===== src/rtl/bike_io_pkg.sv =====
// Shared types and default constants for the bike input front end.
package bike_io_pkg;

  typedef enum logic [1:0] {
    STABLE_HI = 2'd0,
    PEND_LO   = 2'd1,
    STABLE_LO = 2'd2,
    PEND_HI   = 2'd3
  } db_state_t;

  localparam int unsigned NUM_CH   = 4;
  localparam int unsigned CH_FORK  = 0;
  localparam int unsigned CH_CRANK = 1;
  localparam int unsigned CH_MODE  = 2;
  localparam int unsigned CH_TRIP  = 3;

  localparam int unsigned SENSOR_DB_DEF   = 8;
  localparam int unsigned BUTTON_DB_DEF   = 128;
  localparam int unsigned HOLD_CYCLES_DEF = 25600;
  localparam int unsigned CNT_W_DEF       = 15;

endpackage


===== src/rtl/debounce_chan.sv =====
// One input channel: 2-flop synchroniser, 4-state debounce FSM, falling-edge pulse.
module debounce_chan
  import bike_io_pkg::*;
#(
  parameter int unsigned DB    = SENSOR_DB_DEF,
  parameter int unsigned CNT_W = CNT_W_DEF
) (
  input  logic clk_i,
  input  logic rst_i,
  input  logic raw_i,
  output logic clean_o,
  output logic pulse_o
);

  if (DB == 0) begin : g_bad_db
    $error("debounce_chan: DB must be at least 1");
  end

  localparam logic [CNT_W-1:0] LAST = CNT_W'(DB - 1);

  logic [1:0]       sync_q;
  logic             s;
  db_state_t        state_q, state_d;
  logic [CNT_W-1:0] cnt_q, cnt_d;
  logic             clean_q, clean_d;
  logic             pulse_q, pulse_d;

  assign s = sync_q[1];

  always_ff @(posedge clk_i) begin
    if (rst_i) begin
      sync_q  <= 2'b11;
      state_q <= STABLE_HI;
      cnt_q   <= '0;
      clean_q <= 1'b1;
      pulse_q <= 1'b0;
    end else begin
      sync_q  <= {sync_q[0], raw_i};
      state_q <= state_d;
      cnt_q   <= cnt_d;
      clean_q <= clean_d;
      pulse_q <= pulse_d;
    end
  end

  // With DB==1 the pending states are skipped: one differing sample confirms.
  always_comb begin
    state_d = state_q;
    cnt_d   = cnt_q;
    clean_d = clean_q;
    pulse_d = 1'b0;
    case (state_q)
      STABLE_HI: if (!s) begin
        if (DB == 1) begin
          state_d = STABLE_LO;
          clean_d = 1'b0;
          pulse_d = 1'b1;
        end else begin
          state_d = PEND_LO;
          cnt_d   = CNT_W'(1);
        end
      end
      PEND_LO: begin
        if (s) begin
          state_d = STABLE_HI;
          cnt_d   = '0;
        end else if (cnt_q == LAST) begin
          state_d = STABLE_LO;
          cnt_d   = '0;
          clean_d = 1'b0;
          pulse_d = 1'b1;
        end else begin
          cnt_d = cnt_q + CNT_W'(1);
        end
      end
      STABLE_LO: if (s) begin
        if (DB == 1) begin
          state_d = STABLE_HI;
          clean_d = 1'b1;
        end else begin
          state_d = PEND_HI;
          cnt_d   = CNT_W'(1);
        end
      end
      PEND_HI: begin
        if (!s) begin
          state_d = STABLE_LO;
          cnt_d   = '0;
        end else if (cnt_q == LAST) begin
          state_d = STABLE_HI;
          cnt_d   = '0;
          clean_d = 1'b1;
        end else begin
          cnt_d = cnt_q + CNT_W'(1);
        end
      end
      default: begin
        state_d = STABLE_HI;
        cnt_d   = '0;
        clean_d = 1'b1;
      end
    endcase
  end

  assign clean_o = clean_q;
  assign pulse_o = pulse_q;

endmodule


===== src/rtl/input_conditioner.sv =====
// Conditions the four raw active-low bike inputs into clean levels, press pulses and ModeHold.
module input_conditioner
  import bike_io_pkg::*;
#(
  parameter int unsigned SENSOR_DB   = SENSOR_DB_DEF,
  parameter int unsigned BUTTON_DB   = BUTTON_DB_DEF,
  parameter int unsigned HOLD_CYCLES = HOLD_CYCLES_DEF,
  parameter int unsigned CNT_W       = CNT_W_DEF
) (
  input  logic Clock,
  input  logic Reset,
  input  logic nFork_raw,
  input  logic nCrank_raw,
  input  logic nMode_raw,
  input  logic nTrip_raw,
  output logic nFork,
  output logic nCrank,
  output logic nMode,
  output logic nTrip,
  output logic ForkPulse,
  output logic CrankPulse,
  output logic ModePress,
  output logic TripPress,
  output logic ModeHold
);

  if (HOLD_CYCLES >= (1 << CNT_W) || BUTTON_DB >= (1 << CNT_W)) begin : g_bad_cnt_w
    $error("input_conditioner: CNT_W too narrow for BUTTON_DB/HOLD_CYCLES");
  end

  localparam logic [CNT_W-1:0] HOLD_MAX = CNT_W'(HOLD_CYCLES);

  logic [NUM_CH-1:0] raw, clean, pulse;

  assign raw[CH_FORK]  = nFork_raw;
  assign raw[CH_CRANK] = nCrank_raw;
  assign raw[CH_MODE]  = nMode_raw;
  assign raw[CH_TRIP]  = nTrip_raw;

  for (genvar i = 0; i < NUM_CH; i++) begin : g_ch
    localparam int unsigned DB_I = (i == CH_FORK || i == CH_CRANK) ? SENSOR_DB : BUTTON_DB;
    debounce_chan #(.DB(DB_I), .CNT_W(CNT_W)) u_chan (
      .clk_i  (Clock),
      .rst_i  (Reset),
      .raw_i  (raw[i]),
      .clean_o(clean[i]),
      .pulse_o(pulse[i])
    );
  end

  logic [CNT_W-1:0] hold_q, hold_d;

  always_ff @(posedge Clock) begin
    if (Reset) hold_q <= '0;
    else       hold_q <= hold_d;
  end

  always_comb begin
    hold_d = hold_q;
    if (clean[CH_MODE])         hold_d = '0;
    else if (hold_q != HOLD_MAX) hold_d = hold_q + CNT_W'(1);
  end

  // Gate with the live level so ModeHold drops the same cycle nMode rises.
  assign ModeHold = !clean[CH_MODE] && (hold_q == HOLD_MAX);

  assign nFork      = clean[CH_FORK];
  assign nCrank     = clean[CH_CRANK];
  assign nMode      = clean[CH_MODE];
  assign nTrip      = clean[CH_TRIP];
  assign ForkPulse  = pulse[CH_FORK];
  assign CrankPulse = pulse[CH_CRANK];
  assign ModePress  = pulse[CH_MODE];
  assign TripPress  = pulse[CH_TRIP];

endmodule

===== config.mk =====
export PLATFORM = sky130hd
export DESIGN_NAME = input_conditioner
export DESIGN_NICKNAME = d
export VERILOG_FILES = /design/src/rtl/bike_io_pkg.sv /design/src/rtl/debounce_chan.sv /design/src/rtl/input_conditioner.sv
export SDC_FILE = /design/constraint.sdc
export NUM_CORES = 1
export LEC_CHECK = 0
export BUFFER_PORTS_ARGS = -buffer_cell sky130_fd_sc_hd__buf_4
export CORE_MARGIN = 2
export CORE_UTILIZATION = 65
export DETAILED_ROUTE_END_ITERATION = 10
export GPL_TIMING_DRIVEN = 0
export PLACE_DENSITY = 0.83
export SLEW_MARGIN = 40
export SYNTH_ARGS = -nofsm -noshare
export SYNTH_HDL_FRONTEND = slang
export SYNTH_SLANG_ARGS = --single-unit
export TNS_END_PERCENT = 5

===== constraint.sdc =====
create_clock -name Clock -period 3.9 [get_ports Clock]
set_input_delay 0.39 -clock Clock [delete_from_list [all_inputs] [get_ports Clock]]
set_output_delay 0.39 -clock Clock [all_outputs]
set_load 0.02 [all_outputs]

After elaboration in Yosys (flattened, before gate mapping). Index checks and enable logic that the tools add are counted.

Bits in registers: 99. Output and inout bits: 9. Word-level logic and storage cells: 183.

Add/sub/neg operators: 5. Equal/unequal tests: 50. Multiplexer cells: 76. Bitwise gates (word level): 4. Reductions and logical operators: 27.

Operators with widths (count): 15-bit 2-to-1 mux (20); 15-bit case mux with 4 select lines (4); 15-bit by 1-bit adder with 15-bit output, second input constant (5); 2-bit 2-to-1 mux (24); 2-bit by 1-bit inequality test with 1-bit output, second input constant (16); 2-bit case mux with 4 select lines (4); 15-bit by 3-bit equality test with 1-bit output, second input constant (2); 15-bit by 7-bit equality test with 1-bit output, second input constant (2); 1-bit 2-to-1 mux (20); 5-bit AND reduction (4); 2-bit equality test, second input constant (8); 2-bit inequality test, second input constant (8); 4-bit AND reduction (4); 15-bit equality test, second input constant (1); 15-bit inequality test, second input constant (1); 3-bit by 1-bit inequality test with 1-bit output, second input constant (4); 3-bit inequality test, second input constant (4); 3-bit OR reduction (4); 2-bit by 1-bit equality test with 1-bit output, second input constant (4); 2-bit zero test (4); 1-bit case mux with 2 select lines (4); 2-bit AND reduction (4); 2-bit nonzero test (4); 1-bit inverter (4); 3 further kinds (3).

Longest topological paths before layout. Gate-level depths: netlist of the first run.

Word-level depth: 4. Depth in mapped cells: 7.

Modules after synthesis. From an unflattened synthesis of the first run, not the netlist that was laid out.

Cells, all modules: 575. Area, all modules: 5122.4 um2.

By module, submodules not included: debounce_chan (g_ch[2].u_chan ...) (instances 2, cells each 126, area an instance 1083.5 um2, sequential area each 420.4 um2); debounce_chan (g_ch[0].u_chan ...) (instances 2, cells each 117, area an instance 1077.3 um2, sequential area each 420.4 um2); input_conditioner (instances 1, cells each 89, area an instance 800.8 um2, sequential area each 300.3 um2).

Worst setup path after synthesis of the first run. OpenSTA, ideal clock, no wires.

Path kind: register to register. From: register g_ch[3].u_chan.cnt_q[0]. To: register g_ch[3].u_chan.cnt_q[14]. Library setup time: 0.079 ns. Data arrival time: 1.662 ns. Path slack: 2.158 ns. Cell stages (with the launch flop): 7. Clock period less this slack: 1.742 ns. Cells stage by stage: dfxtp_1 -> ha_1 -> and3_4 -> buf_6 -> and4_4 -> or4_1 -> a22oi_1.

Longest elaborated chain between the ends: 4. Elaborated cells on any way between the ends: 6.

RTL lines: start, declared (line debounce_chan.sv:24) `logic [CNT_W-1:0] cnt_q, cnt_d;`; start signal, assigned (line debounce_chan.sv:40) `cnt_q <= cnt_d;`; 15-bit by 1-bit adder with 15-bit output or 15-bit by 7-bit equality test with 1-bit output (tied branches); 15-bit 2-to-1 mux (*) (line debounce_chan.sv:67, debounce_chan.sv:89); 15-bit 2-to-1 mux (on tied branches) (line debounce_chan.sv:86, debounce_chan.sv:64); 15-bit case mux with 4 select lines (*) (line debounce_chan.sv:52) `case (state_q)`.

Mark *: on every way between the ends. The rest lies on a longest branch, timed or not. A chain may end at the register's enable or synchronous reset.

Worst setup path after layout of the first run.
From: register hold_q[0]. To: output ModeHold.

Longest elaborated chain between the ends: 2.

RTL lines: start, declared (line input_conditioner.sv:51) `logic [CNT_W-1:0] hold_q, hold_d;`; start signal, assigned (line input_conditioner.sv:55) `else hold_q <= hold_d;`; 15-bit equality test (line input_conditioner.sv:65) `assign ModeHold = !clean[CH_MODE] && (hold_q == HOLD_MAX);`; 1-bit logical AND (line input_conditioner.sv:65); end, declared (line input_conditioner.sv:24) `output logic ModeHold`.

No other way between the ends.

==> results of run 1 <==
## final timing paths
path                            cells after the start                      from                  endpoint  slack [ns]
worst max-delay path                                6                 hold_q[0]                  ModeHold        1.79
worst min-delay path                                2                 nFork_raw  g_ch[0].u_chan.sync_q[0]        0.20
worst max register to register                      7   g_ch[2].u_chan.cnt_q[0]   g_ch[2].u_chan.cnt_q[1]        1.92
worst min register to register                      1  g_ch[1].u_chan.sync_q[0]  g_ch[1].u_chan.sync_q[1]        0.42
## cell usage after synthesis, types with 6 or more instances
| master | count |
|---|---|
| nor2_1 | 45 |
| dfxtp_1 | 99 |
| xor2_1 | 13 |
| nor4_1 | 16 |
| a21oi_1 | 16 |
| nand3b_1 | 9 |
| nand2b_1 | 7 |
| inv_1 | 14 |
| nand3_1 | 39 |
| a211oi_1 | 6 |
| nand4_1 | 28 |
| a31oi_1 | 49 |
| and3_1 | 9 |
| and4_1 | 11 |
| nor3_1 | 22 |
| buf_2 | 17 |
| xnor2_1 | 15 |
| ha_1 | 6 |
| o21ai_1 | 15 |
| or2_2 | 8 |
| clkbuf_1 | 13 |
| nand2_1 | 49 |
| or3_1 | 7 |
## layer usage
metal | up-vias | wire (um) | share of wire [%]
met1 | 2251 | 5248 | 46
met5 | - | 0 | 0
met3 | 24 | 598 | 5.2
li1 | 2315 | - | -
met2 | 133 | 5399 | 47
met4 | 0 | 195 | 1.7
## flip-flops by register name (all words and copies together) (netlist names), named ones only
register,count
g_ch.u_chan.pulse_o,4
g_ch.u_chan.cnt_q,60
hold_q,15
g_ch.u_chan.state_q,4
g_ch.u_chan.sync_q,8
g_ch.u_chan.clean_o,4
## stage by stage
stage	std cells	worst slack (ns)	cell area, um2	hold WS, ns
global route	729	1.646	5512	0.1954
floorplan	598	2.158	5071	0.3895
finish	729	1.791	5512	0.1984
CTS	729	1.781	5512	0.1950
detailed placement	713	1.869	5296	0.3989
global placement	713	1.869	5296	0.3910
## cell families after synthesis
logic type,count (synthesis)
buf+inv,51
flops,99
xor+xnor,30
simple gates,282
compound gates,123
fa+ha+maj,6
mux,7
## final cells by class
class / count / share of cell area (%)
Timing Repair Buffer: 13 / 1.771
Buffer: 35 / 3.042
Sequential cell: 99 / 35.96
Clock buffer: 10 / 2.316
Clock inverter: 6 / 1.589
Tap cell: 102 / 2.316
Inverter: 16 / 1.090
Multi-Input combinational cell: 448 / 51.92
## power by group
part           leakage (uW)  switching [uW]  internal [uW]
clock network      0.000111             357            364
registers          0.000801            15.7           1030
logic              0.000871            70.0           40.1
total               0.00178             443           1430
==> results_dict.tcl, run 1 <==
set metrics [dict create \
    yosysTopAreaCellShare_pct 39.08 \
    syn_avg_cell_area_um2 8.480 \
    crit_family "simple AND/OR/NAND/NOR gates" \
    fmaxAchievable_mhz 474.1 \
    final_common_cell "dfxtp_1" \
    cts_made_buffers 9 \
    yosysTopAreaCell "dfxtp_1" \
    hold_viol_final 0 \
    start_util_pct 66.31 \
    synth_fa_ha_area_share_pct 1.480 \
    area_delta_synth_final_pct 8.685 \
    cts_tree "done" \
    coreArea_um2 7647 \
    gp_congestion 0.9241 \
    busiest_layer "met2" \
    synth-seq-cells 99 \
    irDropWorstVdd_uv 315.1 \
    finalWirelength_um 11440 \
    multiInputGateArea_um2 2861 \
    dieArea_um2 8524 \
    root_buffer "clkbuf_8" \
    tightest_slew_ns 0.8634 \
    synth_top_family_by_area "simple AND/OR/NAND/NOR gates" \
    clock_latency_ns 0.37 \
    maxSlewHeadroom_pct 42.00 \
    drtPass1Iterations 6 \
    synthXorXnorAreaFrac_pct 5.477 \
    crit_slowest_cell "dfxtp_1" \
    worstSetupEndpointType "output pin" \
    synth_edf_count 0 \
    use_met1_pct 36.95 \
    post_cts_resize_count 0 \
    utilization_pct 72.07 \
    crit_chain "inv_1 > ha_1 > and4b_1 > nand4_1 > nor2_1 > buf_4" \
    ys_types 63 \
    p_leak_uw 0.001783 \
    slowest_delay_ns 0.45 \
    num-fill-cells 613 \
    synth_ff_type "dfxtp_1" \
    first_global_vias 4277 \
    synth-compound-area-share_pct 16.11 \
    ys.warnings.count 0 \
    period_needed_ns 2.109 \
    worstPathRequired_ns 3.51 \
    crit_type "flip-flop to output pin" \
    hold_buffers 0 \
    groute.usage.overall_pct 27.92 \
    grt_max_degree 17 \
    synth_fp_nets 610 \
    crit_buf_inv 2 \
    clkTransAtPathRegs_ns 0.10 \
    status "complete, no violations" \
    rows 32 \
    port_buffers 13 \
    tns_ns 0 \
    netlist_area_um2 5071 \
    wl_per_cell_um 15.69 \
    cts_setup_buffers 0 \
    final_nets 634 \
    synth_async_sr_flop_share_pct 0 \
    cap_violations 0 \
    grt_overflow_total 0 \
    diodes 0 \
    synth.area.mux_share_pct 1.431 \
    boundaryPins 15 \
    use_met2_pct 46.11 \
    numClockSinks 99 \
    viasPerCell 6.479 \
    powerDensity_nw_per_um2 339.8 \
    ys_top_cells_by_area "dfxtp_1 39%, a31oi_1 6.0%, nand3_1 3.8%, nand2_1 3.6%, nand4_1 3.5%" \
    worstPathMaxFanout 6 \
    drt-initial-drc-count 266 \
    drive_gt1_share_pct 12.28 \
    antenna_found_initial 0 \
    grt_pass1_wl_um 19540 \
    fp.dieW_um 92.33 \
    synth_cells 598 \
    die_y_um 92.33 \
    power_uw 1873 \
    cp.arrival_ns 1.72 \
    vias 4723 \
    cts_max_path_buffers 2 \
    min_period_over_period_pct 54.08 \
    synth-simple-area-share_pct 31.93 \
    setup_viol 0 \
    layout_common_cells "99 x dfxtp_1, 49 x nand2_1, 49 x a31oi_1" \
    drc 0 \
    rsz0062_at_grt "false" \
    grtUsageMet3_pct 5.370 \
    seq_area_um2 1982 \
    slew_violations 0 \
    startpoint_type "flip-flop" \
    h-tree-depth 3 \
    fin_skew_ns 0.01078 \
    post-dp-hpwl_um 8022 \
    synth.yosys.seq_area_share_pct 39.08 \
    hp-class "primary input to flip-flop" \
    ant_nets 0 \
]
(Power assumes the default switching activity.)
==> run 2, diff against run 1 <==
--- a/config.mk
+++ b/config.mk
@@ -7,10 +7,10 @@
 export LEC_CHECK = 0
 export BUFFER_PORTS_ARGS = -buffer_cell sky130_fd_sc_hd__buf_4
 export CORE_MARGIN = 2
-export CORE_UTILIZATION = 65
+export CORE_UTILIZATION = 56
 export DETAILED_ROUTE_END_ITERATION = 10
 export GPL_TIMING_DRIVEN = 0
-export PLACE_DENSITY = 0.83
+export PLACE_DENSITY = 0.76
 export SLEW_MARGIN = 40
 export SYNTH_ARGS = -nofsm -noshare
 export SYNTH_HDL_FRONTEND = slang
==> constraint.sdc (replaced) <==
create_clock -name Clock -period 1.85 [get_ports Clock]
set_input_delay 0.185 -clock Clock [delete_from_list [all_inputs] [get_ports Clock]]
set_output_delay 0.185 -clock Clock [all_outputs]
set_load 0.02 [all_outputs]
==> results_dict.tcl, run 2 (synthesis gave the netlist of run 1 again) <==
set metrics [dict create \
    diodes 0 \
    coreArea_um2 8763 \
    worst_slack_ns -0.007729 \
    drive_gt1_share_pct 16.25 \
    irDropWorstVdd_uv 534.2 \
    port_buffers 13 \
    tns_ns -0.007729 \
    start_util_pct 57.87 \
    viasPerCell 6.338 \
    post-dp-hpwl_um 7787 \
    powerDensity_nw_per_um2 679.7 \
    p_clk_share_pct 36.7 \
    vias 4741 \
    timing.rr.start "g_ch[3].u_chan.cnt_q[0]" \
    slowest_delay_ns 0.52 \
    r2r-end "g_ch[3].u_chan.cnt_q[14]" \
    grt_overflow_total 0 \
    startpoint_type "flip-flop" \
    die_y_um 99.16 \
    final_nets 647 \
    h-tree-depth 3 \
    slew_violations 0 \
    crit_chain "ha_1 > and3_4 > buf_6 > and4_4 > or4_1 > a22oi_1" \
    worstSetupEndpointType "flip-flop" \
    cts_tree "done" \
    pwr-share-comb_pct 6.5 \
    wl_per_cell_um 15.46 \
    hp-class "primary input to flip-flop" \
    p_sw_uw 968.7 \
    tightest_slew_ns 0.6764 \
    grt_pass1_wl_um 19270 \
    status "complete, but fails checks" \
    rsz0062_at_grt "true" \
    final_common_cell "dfxtp_1" \
    cts_max_path_buffers 2 \
    clock_latency_ns 0.37 \
    holdWs_ns 0.3275 \
    gp_congestion 0.9136 \
    rows 34 \
    worst_r2r_path_depth 6 \
    power_uw 3864 \
    largest_register_ff_count 60 \
    hold_viol_final 0 \
    seq_power_share_pct 56.8 \
    area_delta_synth_final_pct 12.09 \
    maxSlewHeadroom_pct 54.56 \
    antenna_found_initial 0 \
    drc 0 \
    ant_nets 0 \
    layout_common_cells "94 x dfxtp_1, 49 x a31oi_1, 48 x nand2_1" \
    holdPathEnd "g_ch[0].u_chan.cnt_q[5]" \
    drt-initial-drc-count 239 \
    boundaryPins 15 \
    whs_path_depth 3 \
    cap_violations 0 \
    reg2reg_setup_slack_ns -0.008 \
    finalWirelength_um 11570 \
    p_leak_uw 0.001854 \
    swShare_pct 25.07 \
    groute.usage.overall_pct 23.48 \
    crit_slowest_cell "or4_1" \
    worstHoldStart "Reset" \
    first_global_vias 4107 \
    setup_viol 1 \
    worstPathRequired_ns 2.15 \
    cp.arrival_ns 2.16 \
    fmaxAchievable_mhz 538.3 \
    fp.dieW_um 99.16 \
    p_int_uw 2895 \
    root_buffer "clkbuf_8" \
    top_register "g_ch.u_chan.cnt_q" \
    grt_max_degree 18 \
    drtPass1Iterations 5 \
    worstPathMaxFanout 9 \
    violations "setup timing" \
    cts_made_buffers 9 \
    period_needed_ns 1.858 \
    crit_type "flip-flop to flip-flop" \
    clkTransAtPathRegs_ns 0.10 \
    num-fill-cells 730 \
    dieArea_um2 9833 \
    numClockSinks 99 \
    min_period_over_period_pct 100.4 \
    top_regs "g_ch.u_chan.cnt_q x60, hold_q x15, g_ch.u_chan.sync_q x8" \
    critPathLaunch "g_ch[3].u_chan.cnt_q[0]" \
    fin_skew_ns 0.01007 \
]
run 2: worst max-delay path: cells and delay by family, from the launching register on:
family,cells,cell delay (ns)
and+or+nand+nor,3,0.88
DFF,1,0.36
adders and majority gates,1,0.23
AOI/OAI and AO/OA,1,0.18
buffers and inverters,1,0.13
run 2: final cells by class:
type,count,area [um2],area share (%)
Sequential cell,99,1991,35.02
Tap cell,108,135.1,2.377
Buffer,34,175.2,3.082
Inverter,16,60.06,1.057
Clock inverter,7,76.32,1.343
Clock buffer,9,123.9,2.179
Timing Repair Buffer,27,212.7,3.742
Multi-Input combinational cell,448,2910,51.20
run 2: timing repair:
action                                  in CTS  in global routing
buffers inserted                             2                  8
hold buffers                                 4                  0
pin swaps                                    1                  4
endpoints found under the hold margin        4                  0
endpoints found under the setup margin      24                 36
resized for setup                           10                 14
run 2: metrics by stage:
step                      setup WS, ns  util, %  instances  cell area, um2
after CTS                    0.0008156    63.65        740            5578
after global routing           -0.1003    64.86        748            5684
final                        -0.007729    64.86        748            5684
after floorplan                 0.1081        -        598            5071
after global placement         -0.1008    60.52        719            5304
after detailed placement       -0.1497    60.52        719            5304
run 2: power by group through the flow:
stage | registers [uW] | clock network, uW | logic [uW]
6_report | 2190 | 1420 | 250
5_1_grt | 2200 | 1530 | 275
4_1_cts | 2200 | 1450 | 236
3_5_place_dp | 2250 | 0 | 229
3_3_place_gp | 2240 | 0 | 223
2_1_floorplan | 2250 | 0 | 146
run 2: metal layers:
metal,global-route usage (%),routed length (um),up-vias
li1,-,-,2330
met1,32.32,5353,2227
met2,37.58,5391,166
met3,4.427,649,18
met4,7.376,172,0
met5,0,0,-
run 2: worst max path at each step:
stage | endpoint | slack [ns] | depth (start not counted)
after detailed placement | g_ch[2].u_chan.cnt_q[1] | -0.15 | 7
after global routing | ModeHold | -0.10 | 6
after floorplan | g_ch[3].u_chan.cnt_q[14] | 0.11 | 6
after global placement | g_ch[2].u_chan.cnt_q[1] | -0.10 | 7
after CTS | flip-flop | 0.0008 | 5
final | g_ch[3].u_chan.cnt_q[14] | -0.008 | 6
==> run 3, diff against run 2 <==
--- a/config.mk
+++ b/config.mk
@@ -10,6 +10,7 @@
 export CORE_UTILIZATION = 56
 export DETAILED_ROUTE_END_ITERATION = 10
 export GPL_TIMING_DRIVEN = 0
+export MAX_ROUTING_LAYER = met4
 export PLACE_DENSITY = 0.76
 export SLEW_MARGIN = 40
 export SYNTH_ARGS = -nofsm -noshare
==> results_dict.tcl, run 3 (synthesis gave the netlist of run 1 again) <==
set metrics [dict create \
    rsz0062_at_grt "true" \
    fp.dieW_um 99.16 \
    tightest_slew_ns 0.8041 \
    root_buffer "clkbuf_8" \
    worstPathMaxFanout 6 \
    multiInputGateArea_um2 2945 \
    min_period_over_period_pct 98.99 \
    pwr-share-comb_pct 6.4 \
    fin_skew_ns 0.01024 \
    layout_common_cells "94 x dfxtp_1, 49 x a31oi_1, 48 x nand2_1" \
    die_y_um 99.16 \
    top_regs "g_ch.u_chan.cnt_q x60, hold_q x15, g_ch.u_chan.sync_q x8" \
    cts_max_path_buffers 2 \
    finalWirelength_um 11750 \
    status "complete, no violations" \
    worst_slack_ns 0.01864 \
    largest_register_ff_count 60 \
    clock_latency_ns 0.36 \
    period_needed_ns 1.831 \
    drc 0 \
    drt-initial-drc-count 227 \
    worstPathRequired_ns 1.66 \
    gp_congestion 0.9301 \
    start_util_pct 57.87 \
    seq_area_um2 1993 \
    cp.arrival_ns 1.65 \
    vias 4773 \
    hold_viol_final 0 \
    area_delta_synth_final_pct 12.83 \
    timing.rr.start "g_ch[3].u_chan.cnt_q[0]" \
    rows 34 \
    p_sw_uw 971.3 \
    final_nets 644 \
    setup_viol 0 \
    seq_power_share_pct 54.7 \
    drive_gt1_share_pct 16.17 \
    irDropWorstVdd_uv 548.1 \
    swShare_pct 24.23 \
    p_leak_uw 0.001853 \
    crit_type "flip-flop to output pin" \
    top_register "g_ch.u_chan.cnt_q" \
    port_buffers 13 \
    numClockSinks 99 \
    grt_overflow_total 0 \
    final_common_cell "dfxtp_1" \
    fmaxAchievable_mhz 546.0 \
    tns_ns 0 \
    viasPerCell 6.407 \
    p_int_uw 3037 \
    reg2reg_setup_slack_ns 0.02 \
    grt_pass1_wl_um 19620 \
    dieArea_um2 9833 \
    boundaryPins 15 \
    worst_r2r_path_depth 6 \
    whs_path_depth 3 \
    p_clk_share_pct 38.9 \
    cap_violations 0 \
    cts_made_buffers 9 \
    wl_per_cell_um 15.77 \
    powerDensity_nw_per_um2 700.6 \
    worstHoldStart "Reset" \
    coreArea_um2 8763 \
    critPathLaunch "hold_q[1]" \
    num-fill-cells 729 \
    ant_nets 0 \
    drtPass1Iterations 8 \
    groute.usage.overall_pct 24.52 \
    placed_cells 719 \
    r2r-end "g_ch[3].u_chan.cnt_q[14]" \
    maxSlewHeadroom_pct 45.98 \
    grt_max_degree 18 \
    slew_violations 0 \
    diodes 0 \
    worstSetupEndpointType "output pin" \
    h-tree-depth 3 \
    pre_cts_ws_ns -0.1367 \
    startpoint_type "flip-flop" \
    clkTransAtPathRegs_ns 0.10 \
    hp-class "primary input to flip-flop" \
    cts_tree "done" \
    holdPathEnd "g_ch[0].u_chan.cnt_q[5]" \
    first_global_vias 4287 \
    layout.cells.non_filler 745 \
    antenna_found_initial 0 \
    post-dp-hpwl_um 7903 \
]
[run 3: how the worst max path moves through the flow]
stage	depth (start not counted)	slack [ns]	endpoint
after global placement	7	-0.11	g_ch[2].u_chan.cnt_q[1]
final	6	0.02	ModeHold
after floorplan	6	0.11	g_ch[3].u_chan.cnt_q[14]
after CTS	6	-0.04	ModeHold
after detailed placement	7	-0.14	g_ch[2].u_chan.cnt_q[1]
after global routing	6	-0.08	ModeHold
[run 3: final cells by class]
cell class | instances | share of cell area, %
Clock buffer | 9 | 2.165
Buffer | 34 | 3.061
Inverter | 16 | 1.050
Multi-Input combinational cell | 448 | 51.48
Timing Repair Buffer | 24 | 3.324
Sequential cell | 99 | 34.83
Tap cell | 108 | 2.362
Clock inverter | 7 | 1.728
[run 3: repair_timing]
| action | 4_1_cts | 5_1_grt |
|---|---|---|
| buffers inserted | 2 | 5 |
| resized for setup | 11 | 17 |
| setup endpoints to repair | 29 | 36 |
| hold buffers | 4 | 0 |
| hold endpoints to repair | 4 | 0 |
| pin swaps | 1 | 5 |
[run 3: power groups by stage]
stage	Sequential [uW]	Clock [uW]	Combinational, uW
floorplan	2250	0	146
global route	2200	1670	279
finish	2190	1560	256
global placement	2240	0	223
CTS	2200	1600	237
detailed placement	2240	0	228
[run 3: metal layers]
metal	track usage [%]	wire length (um)	up-vias
li1	-	-	2333
met3	4.989	605	13
met2	38.72	5592	145
met1	32.56	5420	2282
met4	6.006	127	0
met5	-	0	-
[run 3: worst max-delay path, stage by stage (launching register included)]
cell and delay, ns:
dfxtp_2 0.36, inv_1 0.06, ha_1 0.15, and4b_1 0.21, nand4_1 0.19, nor2_1 0.16, buf_4 0.15
[run 3: stage by stage]
step | hold WS (ns) | total power [uW] | utilization (%) | area (um2)
6_report | 0.3339 | 4008 | 65.29 | 5722
5_1_grt | 0.3584 | 4152 | 65.29 | 5722
4_1_cts | 0.3028 | 4030 | 63.99 | 5608
3_5_place_dp | 0.3725 | 2473 | 60.52 | 5304
3_3_place_gp | 0.3690 | 2466 | 60.52 | 5304
2_1_floorplan | 0.2888 | 2395 | - | 5071
